--- config.mk ---
export PLATFORM = sky130hd
export DESIGN_NAME = fb_bank_arbiter
export DESIGN_NICKNAME = d
export VERILOG_FILES = /design/src/rtl/fb_bank_arbiter.sv
export SDC_FILE = /design/constraint.sdc
export NUM_CORES = 1
export LEC_CHECK = 0
export CORE_MARGIN = 10
export CORE_UTILIZATION = 35
export DETAILED_ROUTE_END_ITERATION = 10
export PLACE_DENSITY = 0.69
export SKIP_CTS_REPAIR_TIMING = 1
export SLEW_MARGIN = 20
export SYNTH_ARGS = -nofsm -noshare
export SYNTH_HDL_FRONTEND = slang
export SYNTH_SLANG_ARGS = --single-unit
export TNS_END_PERCENT = 10
--- constraint.sdc ---
create_clock -name clk -period 2.35 [get_ports clk]
set_input_delay 0.5875 -clock clk [delete_from_list [all_inputs] [get_ports clk]]
set_output_delay 0.5875 -clock clk [all_outputs]
set_load 0.01 [all_outputs]
--- src/rtl/fb_bank_arbiter.sv ---
// fb_bank_arbiter
// ---------------
// Arbitrates a single-port, double-banked row framebuffer
// (2 banks x 2**ADDR_W rows x ROW_W bits) between two clients:
//   * the display row-fetch path, which reads the front bank with a
//     fixed latency, and
//   * the MCU/SPI frame writer, which fills the back bank.
// The banks swap only at a display frame boundary after the writer
// reports a finished frame, so a half-written frame is never shown.
//
// Optional build macro: FB_CLEAR_EN
//   Defined   : after every swap the new back bank is cleared to zero,
//               one row per cycle. Pending display reads pre-empt the clear.
//   Undefined : no clear. The back bank keeps its stale contents.
//
// Ports
//   clk, reset      clock; synchronous active-high reset
//   disp_rd_req     1-cycle pulse, display requests row disp_rd_addr
//   disp_rd_valid   1-cycle pulse, disp_rd_data holds the requested row
//   frame_end       pulse, display finished fetching a frame
//   wr_valid/ready  writer handshake for (wr_addr, wr_data)
//   wr_frame_done   pulse, writer finished the back bank
//   swap_pending    frame done, waiting for frame_end
//   front_bank      bank currently displayed
//   rd_overrun      sticky, a display request was dropped
//   mem_*           single-port RAM interface, mem_addr = {bank, row}
//   state_dbg       current FSM state encoding
//
// Handshake: a write row transfers in every cycle where wr_valid and
// wr_ready are both high. wr_ready does not depend on wr_valid. The writer
// holds wr_addr/wr_data stable while wr_valid is high and not yet accepted.

module fb_bank_arbiter #(
    parameter int ROW_W  = 64,
    parameter int ADDR_W = 6,
    parameter int RD_LAT = 1
) (
    input  logic              clk,
    input  logic              reset,
    input  logic              disp_rd_req,
    input  logic [ADDR_W-1:0] disp_rd_addr,
    output logic              disp_rd_valid,
    output logic [ROW_W-1:0]  disp_rd_data,
    input  logic              frame_end,
    input  logic              wr_valid,
    input  logic [ADDR_W-1:0] wr_addr,
    input  logic [ROW_W-1:0]  wr_data,
    output logic              wr_ready,
    input  logic              wr_frame_done,
    output logic              swap_pending,
    output logic              front_bank,
    output logic              rd_overrun,
    output logic              mem_en,
    output logic              mem_we,
    output logic [ADDR_W:0]   mem_addr,
    output logic [ROW_W-1:0]  mem_wdata,
    input  logic [ROW_W-1:0]  mem_rdata,
    output logic [2:0]        state_dbg
);

    typedef enum logic [2:0] {
        IDLE     = 3'd0,
        RD_ISSUE = 3'd1,
        RD_WAIT  = 3'd2,
        WR_ISSUE = 3'd3,
        SWAP     = 3'd4
`ifdef FB_CLEAR_EN
        , CLEAR  = 3'd5
`endif
    } state_t;

    state_t            state, state_nxt;
    logic              rd_pend;
    logic [ADDR_W-1:0] rd_addr_q;
    logic              swap_arm;
    logic [ADDR_W-1:0] wr_addr_q;
    logic [ROW_W-1:0]  wr_data_q;
    logic [1:0]        wait_cnt;
    logic              rd_last;
    logic              wr_fire;
`ifdef FB_CLEAR_EN
    logic [ADDR_W-1:0] clr_cnt;
    logic              clr_resume;   // a read pre-empted the clear
`endif

    assign state_dbg = state;
    assign rd_last   = (wait_cnt == 2'(RD_LAT - 1));
    assign wr_fire   = wr_valid & wr_ready;

    // State register
    always_ff @(posedge clk) begin
        if (reset) state <= IDLE;
        else       state <= state_nxt;
    end

    // Next-state logic
    always_comb begin
        state_nxt = state;
        case (state)
            IDLE: begin
                if (swap_arm)     state_nxt = SWAP;
                else if (rd_pend) state_nxt = RD_ISSUE;
                else if (wr_fire) state_nxt = WR_ISSUE;
            end
            RD_ISSUE: state_nxt = RD_WAIT;
            RD_WAIT: begin
                if (rd_last) begin
`ifdef FB_CLEAR_EN
                    state_nxt = clr_resume ? CLEAR : IDLE;
`else
                    state_nxt = IDLE;
`endif
                end
            end
            WR_ISSUE: state_nxt = IDLE;
`ifdef FB_CLEAR_EN
            SWAP: state_nxt = CLEAR;
            CLEAR: begin
                if (rd_pend)             state_nxt = RD_ISSUE;
                else if (clr_cnt == '1)  state_nxt = IDLE;
            end
`else
            SWAP: state_nxt = IDLE;
`endif
            default: state_nxt = IDLE;
        endcase
    end

    // Output logic: RAM port and writer ready
    always_comb begin
        mem_en    = 1'b0;
        mem_we    = 1'b0;
        mem_addr  = '0;
        mem_wdata = '0;
        case (state)
            RD_ISSUE: begin
                mem_en   = 1'b1;
                mem_addr = {front_bank, rd_addr_q};
            end
            WR_ISSUE: begin
                mem_en    = 1'b1;
                mem_we    = 1'b1;
                mem_addr  = {~front_bank, wr_addr_q};
                mem_wdata = wr_data_q;
            end
`ifdef FB_CLEAR_EN
            CLEAR: begin
                // the cycle a read is pending is handed to the read
                if (!rd_pend) begin
                    mem_en   = 1'b1;
                    mem_we   = 1'b1;
                    mem_addr = {~front_bank, clr_cnt};
                end
            end
`endif
            default: ;
        endcase
        // a same-cycle display request blocks the write so reads win the port
        wr_ready = !reset && (state == IDLE) && !rd_pend && !disp_rd_req
                   && !swap_pending;
    end

    // Datapath and flag registers
    always_ff @(posedge clk) begin
        if (reset) begin
            rd_pend       <= 1'b0;
            rd_addr_q     <= '0;
            rd_overrun    <= 1'b0;
            swap_pending  <= 1'b0;
            swap_arm      <= 1'b0;
            front_bank    <= 1'b0;
            wr_addr_q     <= '0;
            wr_data_q     <= '0;
            wait_cnt      <= '0;
            disp_rd_valid <= 1'b0;
            disp_rd_data  <= '0;
`ifdef FB_CLEAR_EN
            clr_cnt       <= '0;
            clr_resume    <= 1'b0;
`endif
        end else begin
            // only one read may be outstanding; extras are dropped and flagged
            if (disp_rd_req) begin
                if (rd_pend) begin
                    rd_overrun <= 1'b1;
                end else begin
                    rd_pend   <= 1'b1;
                    rd_addr_q <= disp_rd_addr;
                end
            end
            if (state == RD_ISSUE) rd_pend <= 1'b0;

            // frame_end only arms a swap whose frame_done arrived earlier
            if (wr_frame_done && !swap_pending) swap_pending <= 1'b1;
            if (frame_end && swap_pending)      swap_arm     <= 1'b1;
            if (state == SWAP) begin
                front_bank   <= ~front_bank;
                swap_pending <= 1'b0;
                swap_arm     <= 1'b0;
            end

            if (wr_fire) begin
                wr_addr_q <= wr_addr;
                wr_data_q <= wr_data;
            end

            if (state == RD_ISSUE)     wait_cnt <= '0;
            else if (state == RD_WAIT) wait_cnt <= wait_cnt + 2'd1;

            disp_rd_valid <= (state == RD_WAIT) && rd_last;
            if ((state == RD_WAIT) && rd_last) disp_rd_data <= mem_rdata;

`ifdef FB_CLEAR_EN
            if (state == SWAP) clr_cnt <= '0;
            else if (state == CLEAR && !rd_pend) clr_cnt <= clr_cnt + 1'b1;
            if (state == CLEAR && rd_pend)         clr_resume <= 1'b1;
            else if (state == RD_WAIT && rd_last)  clr_resume <= 1'b0;
`endif
        end
    end

endmodule

=== Word level (Yosys, flattened, before mapping) ===
Index checks and enable logic that the tools add are counted.
W data, S select, Z words.

* Bits in latches: 0
* Bits in registers: 151
* Memory bits (read-only): 0
* Memory bits (writable): 0
* Word-level logic and storage cells: 50
* Bits of input ports: 146
* Memories: 0
* Output and inout bits: 145

* $lt $le $gt $ge: 0
* Divide/modulo/power cells: 0
* Equal/unequal tests: 6
* Shifts and indexed selects: 0
* Multipliers: 0
* Bitwise gates (word level): 3
* Add/sub/neg operators: 1
* Muxes and demuxes: 9
* Reduce and logical (&&, ||, !) cells: 19

{| class="wikitable"
|+ Operators by type and width
! operator !! number
|-
| $mux W64 || 1
|-
| $pmux W7 S2 || 1
|-
| $mux W3 || 4
|-
| $pmux W3 S3 || 1
|-
| $logic_and A1 B1 Y1 || 7
|-
| $eq A3 B2 Y1 const B || 2
|-
| $reduce_and A2 Y1 || 3
|-
| $reduce_or A2 Y1 || 3
|-
| $logic_not A1 Y1 || 4
|-
| $ne A4 B4 Y1 const B || 1
|-
| $eq A3 B1 Y1 const B || 1
|-
| $eq A3 B3 Y1 const B || 1
|-
| $logic_not A3 Y1 || 1
|-
| $add A2 B1 Y2 const B || 1
|-
| $logic_not A2 Y1 || 1
|-
| $mux W1 || 2
|-
| $ne A2 B2 Y1 const B || 1
|-
| $not A1 Y1 || 2
|-
| $and A1 B1 Y1 || 1
|}

=== Logic depth before layout (Yosys ltp) ===
Gate-level depths: netlist (run 1).

* Depth in word-level cells: 10
* Gate-level depth with buffers: 7
* Mapped depth without buffers: 5

=== Worst setup path after synthesis (run 1) ===
Ideal clock, no wire load.

* Kind: register to output
* From: register state[2], in the netlist state_dbg[2]
* To: output port mem_wdata[10]
* Cell stages (with the launch flop): 8
* Path buffers: 4
* Data arrival time: 1.514 ns
* Path slack: 0.248 ns
* Required time: 1.762 ns
* Path through: dfxtp_1 -> buf_4 -> nand2b_1 -> buf_2 -> nor2_1 -> clkbuf_1 -> clkbuf_1 -> and2_1

* Cells in the longest elaborated chain, start to end: 2

{| class="wikitable"
|+ RTL lines
! item !! line !! source
|-
| start: declaration || 72 || <nowiki>state_t state, state_nxt;</nowiki>
|-
| start signal: assignment || 93 || <nowiki>else state <= state_nxt;</nowiki>
|-
| $eq A3 B2 Y1 || 135 || <nowiki>case (state)</nowiki>
|-
| $mux W64 || 135 ||
|-
| end: declaration || 56 || <nowiki>output logic [ROW_W-1:0] mem_wdata,</nowiki>
|}

Every way passes these cells.

=== Final worst setup path (run 1) ===
* From: register state[1], in the netlist state_dbg[1]
* To: output port mem_addr[5]

* Cells in the longest elaborated chain, start to end: 2
* Elaborated cells between the ends (all ways): 3
* Those cells by class: eq/ne (2); mux (1)

{| class="wikitable"
|+ RTL lines
! item !! line !! source
|-
| $eq A3 B2 Y1 / $eq A3 B1 Y1 (equally long branches) || 135 ||
|-
| $pmux W7 S2 * || 135 ||
|-
| end: declaration || 55 || <nowiki>output logic [ADDR_W:0] mem_addr,</nowiki>
|}

Every way passes the cells marked *; elsewhere a longest branch is shown, timed or not.

==> impl_results.md, run 1 <==
* Tot Pwr at 6.59 mW
* Clock Path Buffers at 2
* Max FO, Critical Path at 16
* Detailed Place HPWL at 15700 µm
* Die Wd at 158 µm
* GRT Util Overall at 16.5%
* Clock root buffer: clkbuf_16
* Worst Path Arrival at 1.77 ns
* CTS sink count at 151
* Cell Area, Synth at 6630 µm²
* Core ar. at 18600 µm²
* Worst Tran Pin Value at 0.873 ns
* Via count at 5790
* First-pass GRT wire length at 32000 µm
* Worst hold path depth at 2
* Top post-synthesis cells by area: dfxtp_1 (46%), nand2b_1 (13%), mux2i_1 (12%)
* Clk_lat worst skew at 0.42 ns
* Setup Crit Path Kind: reg2out
* Leakage at 5.02 nW
* Nets at 1169
* Outcome: complete, but fails checks
* Layout area overhead at 61.4%
* Residual DRC at 0
* Most common cell in the netlist: dfxtp_1
* Slew HR at 41.8%
* Startpoint types: flip-flop
* HP Start: disp_rd_data[36]
* Initial Util at 35.5%
* Crit Reg-Reg Endpoint: wr_addr_q[1]
* GPL Wtd Cong at 0.777
* Mapped Cells at 746
* Fmax at 425 MHz
* Syn_nets at 893
* Share of async-settable or async-resettable flops after synthesis at 0%
* Final Hold Vio Count at 0
* R2R Setup Slk at 0.55 ns
* Die Height at 158 µm
* Port Buf Inserts at 290
* Vias in the first global route at 5760
* N_diodes at 0
* EDFF count, synth at 0
* CTS H-tree depth at 4
* CP endpoint kind: output port
* Slew Limit Fails at 0
* 1st-pass router iterations at 4
* Final Routed Wirelength at 21700 µm
* Initial antenna violation count at 1
* Remaining antenna violation count at 0
* WHS Endpoint: disp_rd_data[36]
* Reg2Reg Depth at 5
* Finish-stage setup viols at 1
* IO Count at 291
* Total gr overflow at 0
* Skew final at 0.00888 ns
* Setup ws final at -0.00372 ns
* Area leader, netlist: dfxtp_1
* Clk slew on worst S/H paths at 0.07 ns
* Max-capacitance violation count at 0
* Starting DRT DRC Count at 173
* Reg2reg start: rd_pend
* Max VDD drop at 454 µV
* Worst Setup SP: state_dbg[1]
* Period utilization at 100%
* Final TNS setup at -0.00372 ns
* DR WL/cell at 17.1 µm
* Vias per inst at 4.56
* TritonCTS Buffers at 17
* Largest net degree at the start of global routing at 89
* Sequential share of the synthesized area at 45.6%
* Worst endpoint required time at 1.76 ns
* Min-delay worst type: reg2reg
* CTS tree: done
* Die area at 24800 µm²
* Share of the synthesized area in the top cell type at 45.6%
* Top cells by count, synth: dfxtp_1 (151), nand2b_1 (141), nand2_1 (129)
* Share of cells above drive strength 1 at 6.57%
* #FFs+latches synth at 151
* PwrDens at 616 nW/µm²
* Post-layout min period at 2.35 ns
* RSZ-0062 raised after global routing: yes
* Avg Cell Area, Syn at 8.88 µm²
* Failing checks: negative setup slack
* Synth warnings at 0
* Synth cell types at 29
* Prevailing post-synth register cell: dfxtp_1
* # rows at 50
## routing by layer
metal / track usage [%] / vias up / routed length (µm)
li1: - / 2939 / -
met1: 17.5 / 2607 / 8950
met2: 25.9 / 229 / 9620
met3: 11.6 / 13 / 2970
met4: 4.27 / 2 / 189
met5: 0 / - / 7
## worst max-delay path: stages, from the launching register on
cell and delay [ns]:
dfxtp_2 0.36, buf_6 0.21, mux2i_1 0.10, nor2_1 0.09, clkdlybuf4s50_1 0.60
## registers in the layout (all words and copies together), names as in the netlist, 2 cells and up
signal and count:
wr_data_q 64, wr_addr_q 6, disp_rd_data 64, wait_cnt 2
state_dbg 3, rd_addr_q 6
## worst max path at each step
stage / to / slack (ns)
floorplan: mem_wdata[10] / 0.25
global placement: wr_ready / -0.30
detailed placement: wr_ready / -0.35
CTS: wr_ready / -0.53
global route: mem_addr[5] / -0.10
finish: mem_addr[5] / -0.004
## stage by stage
stage / instances / instance area (µm²) / hold WS, ns / worst slack, ns / util, %
3_3_place_gp: 1233 / 9800 / 0.441 / -0.300 / 52.6
6_report: 1269 / 10700 / 0.452 / -0.00372 / 57.4
2_1_floorplan: 746 / 6630 / 0.430 / 0.248 / -
4_1_cts: 1265 / 10400 / 0.455 / -0.526 / 55.9
5_1_grt: 1269 / 10700 / 0.472 / -0.103 / 57.4
3_5_place_dp: 1233 / 9800 / 0.446 / -0.351 / 52.6
## logic make-up (layout without fill, tap and decap cells)
| family | after synthesis | count (layout) | synth area share [%] |
|---|---|---|---|
| adder cells (fa/ha/maj) | 1 | 1 | 0.189 |
| XOR/XNOR | 2 | 2 | 0.264 |
| multiplexers | 82 | 82 | 12.4 |
| AND/OR/NAND/NOR | 371 | 371 | 30.0 |
| AO/OA/AOI/OAI | 74 | 74 | 5.78 |
| buffers and inverters | 65 | 354 | 5.78 |
| flip-flops | 151 | 151 | 45.6 |
## where the power goes
part / total, mW / internal (mW) / switching [mW]
logic: 0.977 / 0.573 / 0.404
clock network: 2.85 / 1.62 / 1.23
registers: 2.76 / 2.69 / 0.0704
total: 6.59 / 4.88 / 1.70
## cells in the final DEF, fill, tap and decap left out, types with 4 or more instances in the layout
cell,n
clkdlybuf4s50_1,219
dfxtp_1,149
nand2b_1,140
nand2_1,129
mux2i_1,82
dlymetal6s2s_1,70
a21oi_1,69
and2_1,64
nor2_1,21
clkbuf_16,19
buf_12,12
buf_4,10
inv_1,6
inv_8,5
a211oi_1,4
## layout make-up
type / instances / area [µm²]
Timing Repair Buffer: 316 / 3470
Sequential cell: 151 / 3030
Fill cell: 1648 / 7950
Tap cell: 234 / 293
Clock buffer: 18 / 429
Inverter: 6 / 22.5
Multi-Input combinational cell: 530 / 3270
Clock inverter: 14 / 184
Power figures use the tool's default switching activity.
==> run 2: changes to the inputs <==
- clock period: 2.35 -> 2.7 ns (I/O delays scaled with it)
==> run 2 against run 1 <==
Against the previous run: the run now ends clean; non-clock buffer count fell by 6; die area unchanged; global-route usage is 0.17 points lower; hold slack better by 0.00076 ns; largest cell class unchanged; highest routed layer is now met4.
==> impl_results.md, run 2 (synthesis results as in run 1) <==
* Setup ws final at 0.0929 ns
* RSZ-0062 raised after global routing: no
* Final Hold Vio Count at 0
* Leakage at 4.87 nW
* CTS H-tree depth at 4
* Int Pwr at 4.21 mW
* Die Wd at 158 µm
* 1st-pass router iterations at 4
* Clk pwr share at 42.9%
* Post-layout min period at 2.61 ns
* Max FO, Critical Path at 32
* Residual DRC at 0
* Fillers at 1672
* CTS tree: done
* Share of cells above drive strength 1 at 5.83%
* Reg2Reg Depth at 5
* Vias per inst at 4.59
* Sw Ratio at 25.4%
* Clk_lat worst skew at 0.43 ns
* Max-capacitance violation count at 0
* Nets at 1163
* Sw Pwr at 1.44 mW
* Skew final at 0.0142 ns
* IO Count at 291
* Comb pwr share at 14.6%
* Commonest non-fill, non-tap cell in the layout: clkdlybuf4s50_1
* Setup Slack @ Placement at -0.0885 ns
* TritonCTS Buffers at 17
* PwrDens at 537 nW/µm²
* Fmax at 384 MHz
* Register area at 3020 µm²
* Tot Pwr at 5.65 mW
* Top Registers: disp_rd_data: 64 flops, wr_data_q: 64 flops
* Worst endpoint required time at 2.03 ns
* Port Buf Inserts at 290
* Slew Limit Fails at 0
* Vias in the first global route at 5683
* Flop pwr share at 42.5%
* First-pass GRT wire length at 31800 µm
* Commonest non-fill, non-tap cells in the layout: clkdlybuf4s50_1 (224), dfxtp_1 (150), nand2b_1 (140)
* Clock Path Buffers at 2
* Remaining antenna violation count at 0
* Detailed Place HPWL at 15200 µm
* Max VDD drop at 426 µV
* Multi-input gate area at 3270 µm²
* Worst hold path depth at 2
* Starting DRT DRC Count at 185
* Clock root buffer: clkbuf_16
* Die area at 24800 µm²
* Setup Crit Path Kind: reg2out
* GRT Util Overall at 16.3%
* # rows at 50
* Min-delay worst type: reg2reg
* Worst Tran Pin Value at 1.00 ns
* Die Height at 158 µm
* Initial antenna violation count at 0
* Startpoint types: flip-flop
* Finish-stage setup viols at 0
* CTS sink count at 151
* Via count at 5798
* Final Routed Wirelength at 21300 µm
* Largest net degree at the start of global routing at 128
* Total gr overflow at 0
* Clk slew on worst S/H paths at 0.06 ns
* Core ar. at 18600 µm²
* Outcome: finished, final reports clean
* Slew HR at 33.0%
* Period utilization at 96.6%
* Worst Path Arrival at 1.93 ns
* Initial Util at 35.5%
* GPL Wtd Cong at 0.754
* CP endpoint kind: output port
* Layout area overhead at 58.8%
* N_diodes at 0
* DR WL/cell at 16.8 µm
==> run 2: critical path, stage by stage (launching register included) <==
cell and delay, ns:
dfxtp_1 0.34, nand2b_4 0.16, nor2_4 0.20, clkbuf_16 0.24, clkdlybuf4s50_1 0.56
==> run 2: through the flow <==
stage	cells	hold slack, ns	area, µm²	TNS [ns]	util (%)
final	1263	0.452	10500	0	56.4
after global routing	1263	0.471	10500	0	56.4
after CTS	1262	0.454	10300	-6.15	55.4
after detailed placement	1230	0.446	9730	-1.88	52.2
after global placement	1230	0.441	9730	-1.21	52.2
after floorplan	746	0.430	6630	0	-
==> run 2: layout make-up <==
type / count / share of cell area (%)
timing repair buffer: 310 / 31.5
multi-input combinational: 530 / 31.0
sequential: 151 / 28.8
clock buffer: 18 / 4.08
tap: 234 / 2.78
clock inverter: 14 / 1.57
inverter: 6 / 0.214
==> run 2: routing by layer <==
metal	up-vias	part of all wire, %	global-route usage [%]
met5	-	0	0
met4	0	1.2	5.43
met1	2624	43	19.1
met2	227	43	23.8
met3	17	14	10.4
li1	2930	-	-
==> run 2: worst paths after layout <==
| path | to | from | slack [ns] |
|---|---|---|---|
| worst max register to register | disp_rd_data[46] | wait_cnt[0] | 0.70 |
| worst min-delay path | disp_rd_data[23] | disp_rd_data[23] | 0.45 |
| worst max-delay path | mem_we | state_dbg[2] | 0.09 |
| worst min register to register | disp_rd_data[23] | disp_rd_data[23] | 0.45 |
==> run 2: power groups by stage <==
stage	Clock (mW)	Sequential [mW]	Combinational [mW]
2_1_floorplan	0	2.46	0.377
3_3_place_gp	0	2.45	0.827
3_5_place_dp	0	2.45	0.831
4_1_cts	2.50	2.40	0.836
5_1_grt	2.59	2.41	0.905
6_report	2.42	2.40	0.826
